## config.mk

```make
export PLATFORM = sky130hd
export DESIGN_NAME = dds_phase_accumulator
export DESIGN_NICKNAME = d
export VERILOG_FILES = /design/src/rtl/dds_phase_accumulator.sv
export SDC_FILE = /design/constraint.sdc
export NUM_CORES = 1
export LEC_CHECK = 0
export ABC_AREA = 1
export CAP_MARGIN = 15
export CORE_MARGIN = 8
export CORE_UTILIZATION = 50
export DETAILED_ROUTE_END_ITERATION = 10
export PLACE_DENSITY = 0.75
export SYNTH_ARGS = -nofsm -noshare
export SYNTH_HDL_FRONTEND = slang
export SYNTH_SLANG_ARGS = --single-unit
```

## constraint.sdc

```tcl
create_clock -name clk -period 4.5 [get_ports clk]
set_clock_uncertainty 0.2 [all_clocks]
set_input_delay 1.35 -clock clk [delete_from_list [all_inputs] [get_ports clk]]
set_output_delay 1.35 -clock clk [all_outputs]
set_load 0.1 [all_outputs]
```

## src/rtl/dds_phase_accumulator.sv

```systemverilog
// DDS phase generator: FTW accumulator with phase offset, load handshake,
// linear frequency sweep and a wrap pulse aligned with the phase output.
module dds_phase_accumulator #(
  parameter int unsigned ACC_WIDTH   = 16,
  parameter int unsigned PHASE_WIDTH = 10
) (
  input  logic                   clk,
  input  logic                   reset_n,
  input  logic                   enable,
  input  logic [ACC_WIDTH-1:0]   ftw_in,
  input  logic [PHASE_WIDTH-1:0] phase_off_in,
  input  logic                   ftw_valid,
  output logic                   ftw_ready,
  input  logic                   sweep_start,
  input  logic [ACC_WIDTH-1:0]   sweep_step,
  input  logic [ACC_WIDTH-1:0]   sweep_stop,
  output logic                   sweep_done,
  output logic                   cycle_tick,
  output logic [PHASE_WIDTH-1:0] phase
);

  typedef enum logic [1:0] {IDLE, RUN, SWEEP} state_e;

  state_e                 state_q, state_d;
  logic [ACC_WIDTH-1:0]   acc_q, acc_d;
  logic [ACC_WIDTH-1:0]   ftw_q, ftw_d;
  logic [PHASE_WIDTH-1:0] poff_q, poff_d;
  logic [PHASE_WIDTH-1:0] phase_q, phase_d;
  logic                   wrap_q, wrap_d;
  logic                   tick_q;
  logic                   done_q, done_d;
  logic [ACC_WIDTH:0]     sum;
  logic [ACC_WIDTH:0]     nxt;
  logic                   load;

  always_comb begin
    load    = ftw_valid && (state_q != SWEEP);
    sum     = {1'b0, acc_q} + {1'b0, ftw_q};
    nxt     = {1'b0, ftw_q} + {1'b0, sweep_step};
    state_d = state_q;
    acc_d   = acc_q;
    ftw_d   = load ? ftw_in : ftw_q;
    poff_d  = load ? phase_off_in : poff_q;
    wrap_d  = 1'b0;
    done_d  = 1'b0;
    case (state_q)
      IDLE: begin
        acc_d = '0;
        if (enable) state_d = RUN;
      end
      RUN: begin
        if (!enable) begin
          state_d = IDLE;
          acc_d   = '0;
        end else begin
          acc_d  = sum[ACC_WIDTH-1:0];
          wrap_d = sum[ACC_WIDTH];
          if (sweep_start) state_d = SWEEP;
        end
      end
      SWEEP: begin
        // Abort wins over a coincident wrap: ftw keeps its value, no done pulse.
        if (!enable) begin
          state_d = IDLE;
          acc_d   = '0;
        end else begin
          acc_d  = sum[ACC_WIDTH-1:0];
          wrap_d = sum[ACC_WIDTH];
          if (sum[ACC_WIDTH]) begin
            if (nxt >= {1'b0, sweep_stop}) begin
              ftw_d   = sweep_stop;
              done_d  = 1'b1;
              state_d = RUN;
            end else begin
              ftw_d = nxt[ACC_WIDTH-1:0];
            end
          end
        end
      end
      default: state_d = IDLE;
    endcase
    phase_d = acc_q[ACC_WIDTH-1 -: PHASE_WIDTH] + poff_q;
  end

  always_ff @(posedge clk or negedge reset_n) begin
    if (!reset_n) begin
      state_q <= IDLE;
      acc_q   <= '0;
      ftw_q   <= '0;
      poff_q  <= '0;
      phase_q <= '0;
      wrap_q  <= 1'b0;
      tick_q  <= 1'b0;
      done_q  <= 1'b0;
    end else begin
      state_q <= state_d;
      acc_q   <= acc_d;
      ftw_q   <= ftw_d;
      poff_q  <= poff_d;
      phase_q <= phase_d;
      wrap_q  <= wrap_d;
      // Second stage lines the carry up with the phase sample of the wrapped acc.
      tick_q  <= wrap_q;
      done_q  <= done_d;
    end
  end

  assign ftw_ready  = (state_q != SWEEP);
  assign sweep_done = done_q;
  assign cycle_tick = tick_q;
  assign phase      = phase_q;

endmodule

```

Yosys cells after proc, flatten, opt, wreduce, memory -nomap -nowiden --
Index checks and enable logic that the tools add are counted.
Operators by class: add/subtract/negate cells 3, order comparisons 1, eq/ne operators 7, mux-type cells 20, reductions and logical operators 5
Operators with widths (count):
- 16-bit 2-to-1 mux | 6
- 16-bit by 16-bit adder with 17-bit output | 2
- 16-bit case mux with 2 select lines | 1
- 17-bit by 16-bit >= comparator with 1-bit output | 1
- 2-bit 2-to-1 mux | 6
- 10-bit adder | 1
- 3-bit != test, second input constant | 3
- 1-bit 2-to-1 mux | 6
- 2-bit case mux with 3 select lines | 1
- 2-bit != test, second input constant | 2
- 4-bit AND reduction | 1
- 2-bit by 1-bit == test with 1-bit output, second input constant | 1
- 2-bit == test, second input constant | 1
- 2-bit logical NOT | 1
- 2-bit nonzero test | 1
- 2-bit OR reduction | 1
- 1-bit logical AND | 1
Word-level totals: bits in registers 57, input port bits 63, output and inout port bits 13, logic and storage cells 44

Depth between registers and ports, before layout --
depth after elaboration 6, mapped depth 26, depth with buffers taken out 26

Worst setup path before layout --
OpenSTA, ideal clock, no wires.
kind input to register, from input sweep_step[0], to register ftw_q[2], library setup time 0.124 ns, data arrival time 3.998 ns, required time 4.176 ns, slack 0.178 ns, stages 24, path buffers 1, path through ha_1 fa_1 nand2_1 a21oi_2 nand4_1 nand2_1 nand2_2 nand2_1 nand2_1 nand2_1 xor2_1 inv_1 ha_1 nand2_1 nor2_1 a211oi_1 nand2_1 nand2_1 nand2_1 nand2_1 nand2_8 buf_8 o21ai_1 o21bai_2
Between the ends: word-level cells in the longest chain between the ends 6
RTL lines:
- start: declaration | line 15 | input logic [ACC_WIDTH-1:0] sweep_step,
- 16-bit by 16-bit adder with 17-bit output * | line 39 | nxt = {1'b0, ftw_q} + {1'b0, sweep_step};
- 17-bit by 16-bit >= comparator with 1-bit output | line 70 | if (nxt >= {1'b0, sweep_stop}) begin
- 16-bit 2-to-1 mux * | line 70
- 16-bit 2-to-1 mux * | line 69 | if (sum[ACC_WIDTH]) begin
- 16-bit 2-to-1 mux * | line 63 | if (!enable) begin
- 16-bit 2-to-1 mux * | line 46 | case (state_q)
- named net ftw_d[2] | line 26 | logic [ACC_WIDTH-1:0] ftw_q, ftw_d;
- end signal: assignment | line 98 | ftw_q <= ftw_d;
- end: declaration | line 26
Mark *: on every way through the listed nets, which the timed path passes. The rest lies on a longest branch. A chain may end at the register's enable or synchronous reset.

Worst setup path in the final report --
from input sweep_step[0], to register ftw_q[8]
Same word-level chain as after synthesis.

==> results.txt <==
* Highest clock frequency the design can meet: ~220 MHz
* Worst IR drop on VDD: around 340 uV
- Number of H-tree levels: 3
- The setup path with the least slack is of type input port to flip-flop.
- For this block, the routed nets add up to between 10000 and 15000 microns of wire.
* Slew at the pin closest to its max-slew limit: between 900 and 1000 ps
- Clock-pin slew on the worst setup and hold paths: about 60 ps
* Biggest area contributors in the synthesized netlist: sky130_fd_sc_hd__dfrtp_1, sky130_fd_sc_hd__ha_1, sky130_fd_sc_hd__nand2_1
- 0 antenna diodes ended up in the layout.
* Number of placement rows: 36
- The number of antenna violations at the first check in global routing came to 0.
- The worst setup path is launched from an input port.
* Mapped Cells: around 620
- Highest-count cells in the layout ignoring fill and taps: sky130_fd_sc_hd__nand2_1, sky130_fd_sc_hd__inv_1, sky130_fd_sc_hd__clkdlybuf4s50_1
- Setup TNS: 0 ps
- TritonCTS built the clock tree.
* Delay contributed by the slowest stage of the critical path: 400 ps
- Number of distinct standard cells referenced by the synthesized netlist: 48
- Maximum fanout along the worst path: 7
- After layout, the worst setup slack is roughly 30 ps.
* Placeable core region: 9550 sq um
* Utilization after layout: between 60 and 70%
* Highest Signal Layer: met4
- Wire segments on met3 add up to around 720 microns in the final route.
* # placed instances: about 860
- Non-filler cells in the finished layout: just under 900
- Normalized max-slew margin: approximately a third
* Wire length per cell after detailed routing: between 15 and 20 microns
- Entering global routing, the biggest net connects 31 pins.
- Buffers and inverters on the worst path: 3
- Detailed placer's ending HPWL: between 10000 and 15000 microns
- Count of hold-fix buffers inserted at cts: 0
- The later pin in the worst-skew pair is clocked with a latency of between 300 and 400 ps.
- Max-cap violations in this run came to 0.
- Die extent in y: between 100 and 150 microns
- The number of hold violations in the final report is 0.
- In the final routing, the length of wire on met1 measures between 5000 and 6000 microns.
- The area growth from synthesis to layout is 36.5%.
* Number of clock sinks: between 50 and 60
- Summed over all instances, the cell type with the most area after synthesis is sky130_fd_sc_hd__dfrtp_1.
- The die covers around 13000 sq um.
- The count of buffers added on input and output ports is 75.
- Number of nets in the synthesized netlist: around 740
- Sum of internal, switching and leakage power: ~4.6 mW
* Cell family contributing the most delay on the critical path: simple AND/OR/NAND/NOR gates
* Endpoint type of the worst setup path: flip-flop
- Post-synthesis sequential element count: 57
* Post-Synthesis Cell Area: 4810 sq um
* Share of the synthesized area in the top cell type: between 20% and 30%
- Final number of setup-violating endpoints: 0
* Drc violations: 0
* I/O pin cnt: between 70 and 80
* Fraction of the cycle the final worst path needs: 99.3%
* Met2 wire length: between 7000 and 8000 microns
* Total grt overflow: 0
- Via Count: between 4000 and 5000
- The clock passes through at most 2 buffers.
- For this configuration, the core starts out at a cell density of about half.
- Routability-driven placement congestion ratio: 0.933
* Minimum period implied by the final worst setup slack: 4470 ps
- Result of the run: finished, final reports clean
* Mean post-synth cell area: approximately 7.8 sq um
- Antenna Nets Post-Route: 0
* Total power divided by cell area: between 600 and 700 nW/um^2
* Count of nets after finishing: between 800 and 900
* Wire length of the first global-routing pass: about 21000 microns
- Die Span X: 114 microns
* Library cell used as clock root buffer: sky130_fd_sc_hd__clkbuf_8
* HP Class: flip-flop to flip-flop
* Fraction of final layout cells with drive strength greater than 1: between 20 and 25%
- The Yosys step of the flow raised 0 warnings.
- At the worst endpoint, the arrival time is between 4000 and 5000 ps.
- The number of global-route vias before repair came to around 4700.
- Total track usage: roughly 20%
- Leakage power total: 3.39 nW
- Most common cell after layout, fill and taps aside: sky130_fd_sc_hd__nand2_1
- For this block, the initial DRC count from the detailed router was between 200 and 300.
- The number of max-slew violations in the final report was 0.
* Sequential area share after synthesis: ~30%
- By instance count, the cell type seen most on the critical path is sky130_fd_sc_hd__nand2_1.
* Total CTS buffers: 9
* Dpl ws: -576 ps
* Drt first pass iters: 4
- Number of vias per cell after detailed routing: around 5.4
- Standard cell with the maximum stage delay on the critical path: sky130_fd_sc_hd__fa_2
- For the worst setup path, the data required time is approximately 4500 ps.
==> power by group <==
group / internal (mW) / switching [mW]
clock: 0.208 / 0.195
combinational: 1.32 / 1.97
sequential: 0.710 / 0.172
==> state kept, by name, summed over array words and instances (netlist names) <==
| name | count |
|---|---|
| poff_q | 10 |
| state_q | 2 |
| wrap_q | 1 |
| acc_q | 16 |
| cycle_tick | 1 |
| phase | 10 |
| ftw_q | 16 |
| sweep_done | 1 |
==> per-layer routing <==
metal / vias to the layer above / track usage [%]
met5: - / 0
met4: 0 / 11.2
met3: 43 / 3.59
met2: 163 / 36.9
met1: 2247 / 21.8
li1: 2323 / -
==> through the flow <==
stage               area [sq um]  hold WS [ps]
finish                      6570           151
global route                6570           170
CTS                         6180           153
detailed placement          5960           139
global placement            5960           134
floorplan                   4810           131
==> final cells by class <==
type,instances,area [sq um]
timing repair buffer,131,1200
sequential,57,1430
tap,133,166
clock inverter,4,20.0
fill,762,2980
clock buffer,11,141
multi-input combinational,477,3340
inverter,71,272
==> final timing paths <==
kind                            depth (start not counted)          to          start  slack (ps)
worst max-delay path                                   25    ftw_q[8]  sweep_step[0]          30
worst min-delay path                                    0  cycle_tick         wrap_q         150
worst max register to register                         24    ftw_q[8]       ftw_q[0]         740
worst min register to register                          0  cycle_tick         wrap_q         150
max in group asynchronous                               2    ftw_q[3]        reset_n        2450
min in group asynchronous                               1    phase[3]        reset_n         820
==> kinds of logic after synthesis <==
kind of cell / Yosys count / synth area share [%]
and+or+nand+nor: 243 / 21.7
AOI/OAI and AO/OA: 137 / 17.9
buffers and inverters: 83 / 7.52
adders and majority gates: 64 / 17.1
DFF: 57 / 29.6
xor gates and xnor gates: 22 / 4.01
muxes: 9 / 2.11
==> Yosys cell counts, drive strengths merged <==
cell	number
a211o	1
a211oi	3
a21boi	1
a21o	6
a21oi	66
a22o	2
a31o	1
a31oi	1
buf	6
clkbuf	6
clkinv	1
dfrtp	57
fa	3
ha	61
inv	70
mux2	9
nand2	156
nand3	34
nand4	2
nor2	41
nor3	6
nor4	2
o2111ai	1
o211ai	3
o21a	1
o21ai	38
o21bai	11
o31ai	2
or2	2
xnor2	6
xor2	16
==> timing repair <==
item	CTS	global route
pin swaps	4	30
setup buffers	2	10
gates cloned	2	0
resized for setup	11	60
setup endpoints to repair	19	19
Power figures use the tool's default switching activity.
==> patch 1: new RTL, same flow settings <==
`ACC_WIDTH`: 16 -> 18.
--- a/src/rtl/dds_phase_accumulator.sv
+++ b/src/rtl/dds_phase_accumulator.sv
@@ -2,5 +2,5 @@
 // linear frequency sweep and a wrap pulse aligned with the phase output.
 module dds_phase_accumulator #(
-  parameter int unsigned ACC_WIDTH   = 16,
+  parameter int unsigned ACC_WIDTH   = 18,
   parameter int unsigned PHASE_WIDTH = 10
 ) (
Ports: changed (resized ftw_in, sweep_step and sweep_stop); port bits go from 76 to 82. The function was not compared with the original's and may differ.
==> patch 1 against the unedited design <==
  * Total power grew 18%
  * Synthesized area grew 15%
  * Fmax grew 1.6%
  * Die area grew 13%
  * Core utilization grew 3.5 points
  * Routed wire length grew 29%
  * Cell area grew 19%
  * Sequential cell count grew 4
  * Via count grew 24%
  * Worst setup slack gained 0.072 ns
  * Global-route usage grew 3.2 points
  * Largest power group unchanged
==> patch 1: results (changes against the unedited design) <==
- Initial drt markers: 430 (was 284)
- CP top delay family: simple AND/OR/NAND/NOR gates (unchanged)
- Placed Cells: 1039 (was 855)
- IO buf count: 81 (was 75)
- Top post-synthesis cells by count: nand2_1, inv_1, ha_1, dfrtp_1, a21oi_1 (was nand2_1, inv_1, a21oi_1, ha_1, dfrtp_1)
- Placed cell areas: 6962 um^2 (was 5956 um^2)
- Inserted Diodes: 0 (unchanged)
- Width of the die: 121.4 um (was 114.1 um)
- Synth warnings: 0 (unchanged)
- Post-Syn Nets: 903 (was 742)
- Worst-margin pin slew: 0.9734 ns (was 0.9823 ns)
- Non-Filler Instances: 1068 (was 884)
- Share of layout cells above drive strength 1: 24.25% (was 22.24%)
- Status: finished, final reports clean (unchanged)
- CP arrival: 4.44 ns (was 4.47 ns)
- Post-synthesis cell type count: 45 (was 48)
- Synth top area cells: dfrtp_1, ha_1, nand2_1 (unchanged)
- Vias in the first global route: 6064 (was 4654)
- Largest regs: acc_q x18, ftw_q x18 (was acc_q x16, ftw_q x16)
- Layout filler cell count: 826 (was 762)
- Post-layout util: 72.30% (was 68.78%)
- TritonCTS buffer count: 9 (unchanged)
- Pleak: 3.965 nW (was 3.390 nW)
- Bufs on Longest Clock Path: 2 (unchanged)
- Clock transition at path regs: 0.07 ns
- Largest net degree at the start of global routing: 45 (was 31)
- Total Routing Usage GR: 23.47% (was 20.30%)
- Vias: 5906 (was 4776)
- Pre-antenna DRT Iters: 4 (unchanged)
- Worst-path maximum fanout: 6 (was 7)
- Worst vdd ir: 422.0 uV (was 336.6 uV)
- Worst-skew pair later-pin latency: 0.35 ns (was 0.33 ns)
- Crit path max-delay cell type: fa_2 (unchanged)
- Initial antenna violation count: 0 (unchanged)
- CP max stage delay: 0.34 ns (was 0.40 ns)
- Post-route ant nets: 0 (unchanged)
- Top_reg_cell synth: dfrtp_1 (unchanged)
- First-pass GRT wire length: 27800 um (was 21150 um)
- DP Wirelength: 13430 um (was 10560 um)
- Placer Congestion: 0.9565 (was 0.9330)
- Wirelength, routed: 17920 um (was 13930 um)
- Worst hold-check path type: register to register (unchanged)
- Syn_area_per_cell: 7.266 um^2 (was 7.823 um^2)
- Post-synthesis sequential area ratio: 27.50% (was 29.65%)
- Async S/R FF share, synth: 100.0% (unchanged)
- H-tree depth: 3 (unchanged)
- Setup WS pre-CTS: -0.4860 ns (was -0.5764 ns)
patch 1: changes by cell type after synthesis, sizes merged, moves of 4 or more:
cell,before,now
ha,61,67
inv,70,102
nor2,41,50
dfrtp,57,61
a21oi,66,61
nand4,2,10
mux2i,0,4
nand3,34,43
nand2,156,220
o21ai,38,55
o211ai,3,12
o21bai,11,2
patch 1: report_power, final:
part           switching [mW]  internal [mW]  total (mW)
logic                    2.32           1.62        3.95
clock network           0.230          0.301       0.530
registers               0.176          0.738       0.914
patch 1: worst reg2reg max path: stages (launching register included):
cell and delay, ns:
dfrtp_1 0.43, ha_2 0.23, inv_2 0.04, fa_2 0.34, inv_2 0.06, nand3_2 0.07, nand2_4 0.09, nand2_2 0.09
a21oi_4 0.19, xnor2_2 0.16, inv_2 0.08, ha_4 0.25, nand2_2 0.09, inv_1 0.05, nand2_1 0.06, nand2_1 0.06
a21oi_2 0.14, nand2_1 0.06, nand2_1 0.05, nand2_1 0.05, nand2_2 0.09, nand3_4 0.16, buf_12 0.18, buf_16 0.12
nand2_2 0.06, o21ai_2 0.05, nand2_1 0.07, nand2_1 0.06
patch 1: what timing repair did:
item                                    4_1_cts  5_1_grt
setup buffers                                 6        6
gates cloned                                  2        0
pin swaps                                    19       22
resized for setup                            48       67
endpoints found under the setup margin       20       21
patch 1: area by class of cell:
cell class                 count  share of cell area (%)
timing repair buffer         159                   18.74
clock buffer                  13                   2.155
clock inverter                 3                  0.5428
inverter                     102                   4.917
tap                          140                   2.235
multi-input combinational    590                   51.93
sequential                    61                   19.48
patch 1: path summary, 6_finish.rpt:
kind / start / end / slack, ns / cells after the start
worst max-delay path: sweep_step[0] / ftw_q[3] / 0.10 / 28
worst min-delay path: wrap_q / cycle_tick / 0.15 / 0
worst max register to register: ftw_q[0] / ftw_q[3] / 0.82 / 27
worst min register to register: wrap_q / cycle_tick / 0.15 / 0
max in group asynchronous: reset_n / cycle_tick / 2.43 / 2
min in group asynchronous: reset_n / acc_q[5] / 0.73 / 1
patch 1: logic make-up (layout without fill, tap and decap cells):
kind of cell / Yosys count / after routing / share of synthesized area, %
muxes: 13 / 13 / 2.547
AOI/OAI and AO/OA: 150 / 150 / 15.80
xor gates and xnor gates: 19 / 19 / 2.998
and+or+nand+nor: 338 / 338 / 26.84
DFF: 61 / 61 / 27.50
buffers and inverters: 113 / 277 / 8.136
adders and majority gates: 70 / 70 / 16.18
patch 1: routing by layer:
layer / share of wire, % / vias to the layer above / wire, um / global-route usage (%)
met5: 0 / - / 0 / 0
li1: - / 2853 / - / -
met3: 6.0 / 43 / 1074 / 4.374
met1: 41 / 2791 / 7281 / 26.49
met2: 50 / 219 / 8944 / 41.84
met4: 3.4 / 0 / 616 / 10.87
==> patch 2: new RTL, config.mk and constraints unchanged <==
Without the edit above. Re-encode `state_e` (3 states) as one-hot, 3 bits wide.
--- a/src/rtl/dds_phase_accumulator.sv
+++ b/src/rtl/dds_phase_accumulator.sv
@@ -20,5 +20,5 @@
 );
 
-  typedef enum logic [1:0] {IDLE, RUN, SWEEP} state_e;
+  typedef enum logic [2:0] {IDLE = 3'b001, RUN = 3'b010, SWEEP = 3'b100} state_e;
 
   state_e                 state_q, state_d;
Check against the original RTL: no difference found for any inputs over 4 cycles, from zero or initial values and one cycle with reset_n low; so few cycles prove little.
==> patch 2 against the unedited design <==
  * Synthesized cell count up 3.9%
  * Combinational power shrank 42%
  * Cell count grew 0.68%
  * Total power shrank 31%
  * Cell area shrank 1.2%
  * Sequential share of layout area increased by 0.66 points
  * Worst setup slack worse by 0.028 ns
  * Synthesized area is 0.55% lower
  * Count of clock-buffer cells in the layout is 2 higher
  * Routed wire length decreased by 4.3%
  * Sequential cell count increased by 1
  * Register-to-register slack improved by 0.06 ns
  * Die area fell by 0.47%
  * Critical endpoint is now ftw_q[9]
  * Highest routed layer unchanged
==> patch 2: results (changes against the unedited design) <==
- Status: finished, final reports clean (unchanged)
- Placed Cells: 866 (was 855)
- Worst R2R End: state_q[2] (was ftw_q[8])
- Layout filler cell count: 723 (was 762)
- Crit path max-delay cell type: clkdlybuf4s50_1 (was fa_2)
- Pleak: 3.326 nW (was 3.390 nW)
- Largest net degree at the start of global routing: 41 (was 31)
- Synth top area cells: dfrtp_1, ha_1, nand2_1 (unchanged)
- CP arrival: 4.50 ns (was 4.47 ns)
- Switching Share: 47.07% (was 51.09%)
- Wirelength, routed: 13330 um (was 13930 um)
- Syn_area_per_cell: 7.488 um^2 (was 7.823 um^2)
- Share of layout cells above drive strength 1: 16.82% (was 22.24%)
- Worst-margin pin slew: 1.103 ns (was 0.9823 ns)
- Total Routing Usage GR: 19.72% (was 20.30%)
- Placed cell areas: 5881 um^2 (was 5956 um^2)
- Setup WS pre-CTS: -0.5495 ns (was -0.5764 ns)
- Routed WL per cell: 14.98 um (was 15.76 um)
- Post-synthesis cell type count: 43 (was 48)
- Grt met2 use: 35.31% (was 36.95%)
- Area delta synth->final: 35.67% (was 36.51%)
- Met2 wire len: 6599 um (was 7154 um)
- DP Wirelength: 10240 um (was 10560 um)
- Pre-antenna DRT Iters: 5 (was 4)
- CTS resizes: 8 (was 11)
- Post-Syn Nets: 762 (was 742)
- FF-to-FF path depth: 20 (was 24)
[patch 2: changes by cell type after synthesis, moves of 6 or more]
cell	change
nand2_1	+31
nor2_1	-6
o21bai_2	-9
o21ai_0	+6
o211ai_1	+6
o21ai_1	+9
inv_1	+19
a21oi_1	-18
[patch 2: cell type report]
| type | count | share of cell area, % |
|---|---|---|
| clock buffers | 13 | 2.602 |
| repair buffers | 118 | 17.41 |
| flip-flops and latches | 58 | 22.38 |
| multi-input cells | 479 | 49.33 |
| clock inverters | 2 | 0.5397 |
| inverters | 91 | 5.262 |
| well taps | 129 | 2.487 |
[patch 2: cells by family after synthesis]
| group | synth area share (%) |
|---|---|
| compound gates | 15.32 |
| xor+xnor | 4.027 |
| simple gates | 22.65 |
| flops | 30.36 |
| buf+inv | 8.734 |
| mux | 2.746 |
| fa+ha+maj | 16.16 |
[patch 2: power by group through the flow]
stage                     Combinational (mW)  Clock (mW)  Sequential (mW)
after global routing                    2.08       0.525            0.753
after CTS                               1.75       0.504            0.737
final                                   1.91       0.494            0.739
after detailed placement                1.72           0            0.745
after global placement                  1.67           0            0.739
after floorplan                        0.916           0             1.05
[patch 2: worst register-to-register path: cells and delay by family (launching register included)]
kind,cells,cell delay [ns]
DFF,1,0.43
AOI/OAI and AO/OA,2,0.31
buffers and inverters,3,0.34
xor gates and xnor gates,1,0.16
and+or+nand+nor,11,1.19
adders and majority gates,3,0.94
[patch 2: worst max path at each step]
stage	startpoint	to	slack [ns]	cells past startpoint
after detailed placement	sweep_step[0]	ftw_q[7]	-0.55	23
final	sweep_step[5]	ftw_q[9]	0.002	24
after CTS	sweep_step[0]	ftw_q[7]	0.005	23
after global routing	sweep_step[5]	ftw_q[6]	-0.07	23
after floorplan	sweep_step[0]	ftw_q[15]	0.13	21
after global placement	sweep_step[0]	state_q[2]	-0.48	21
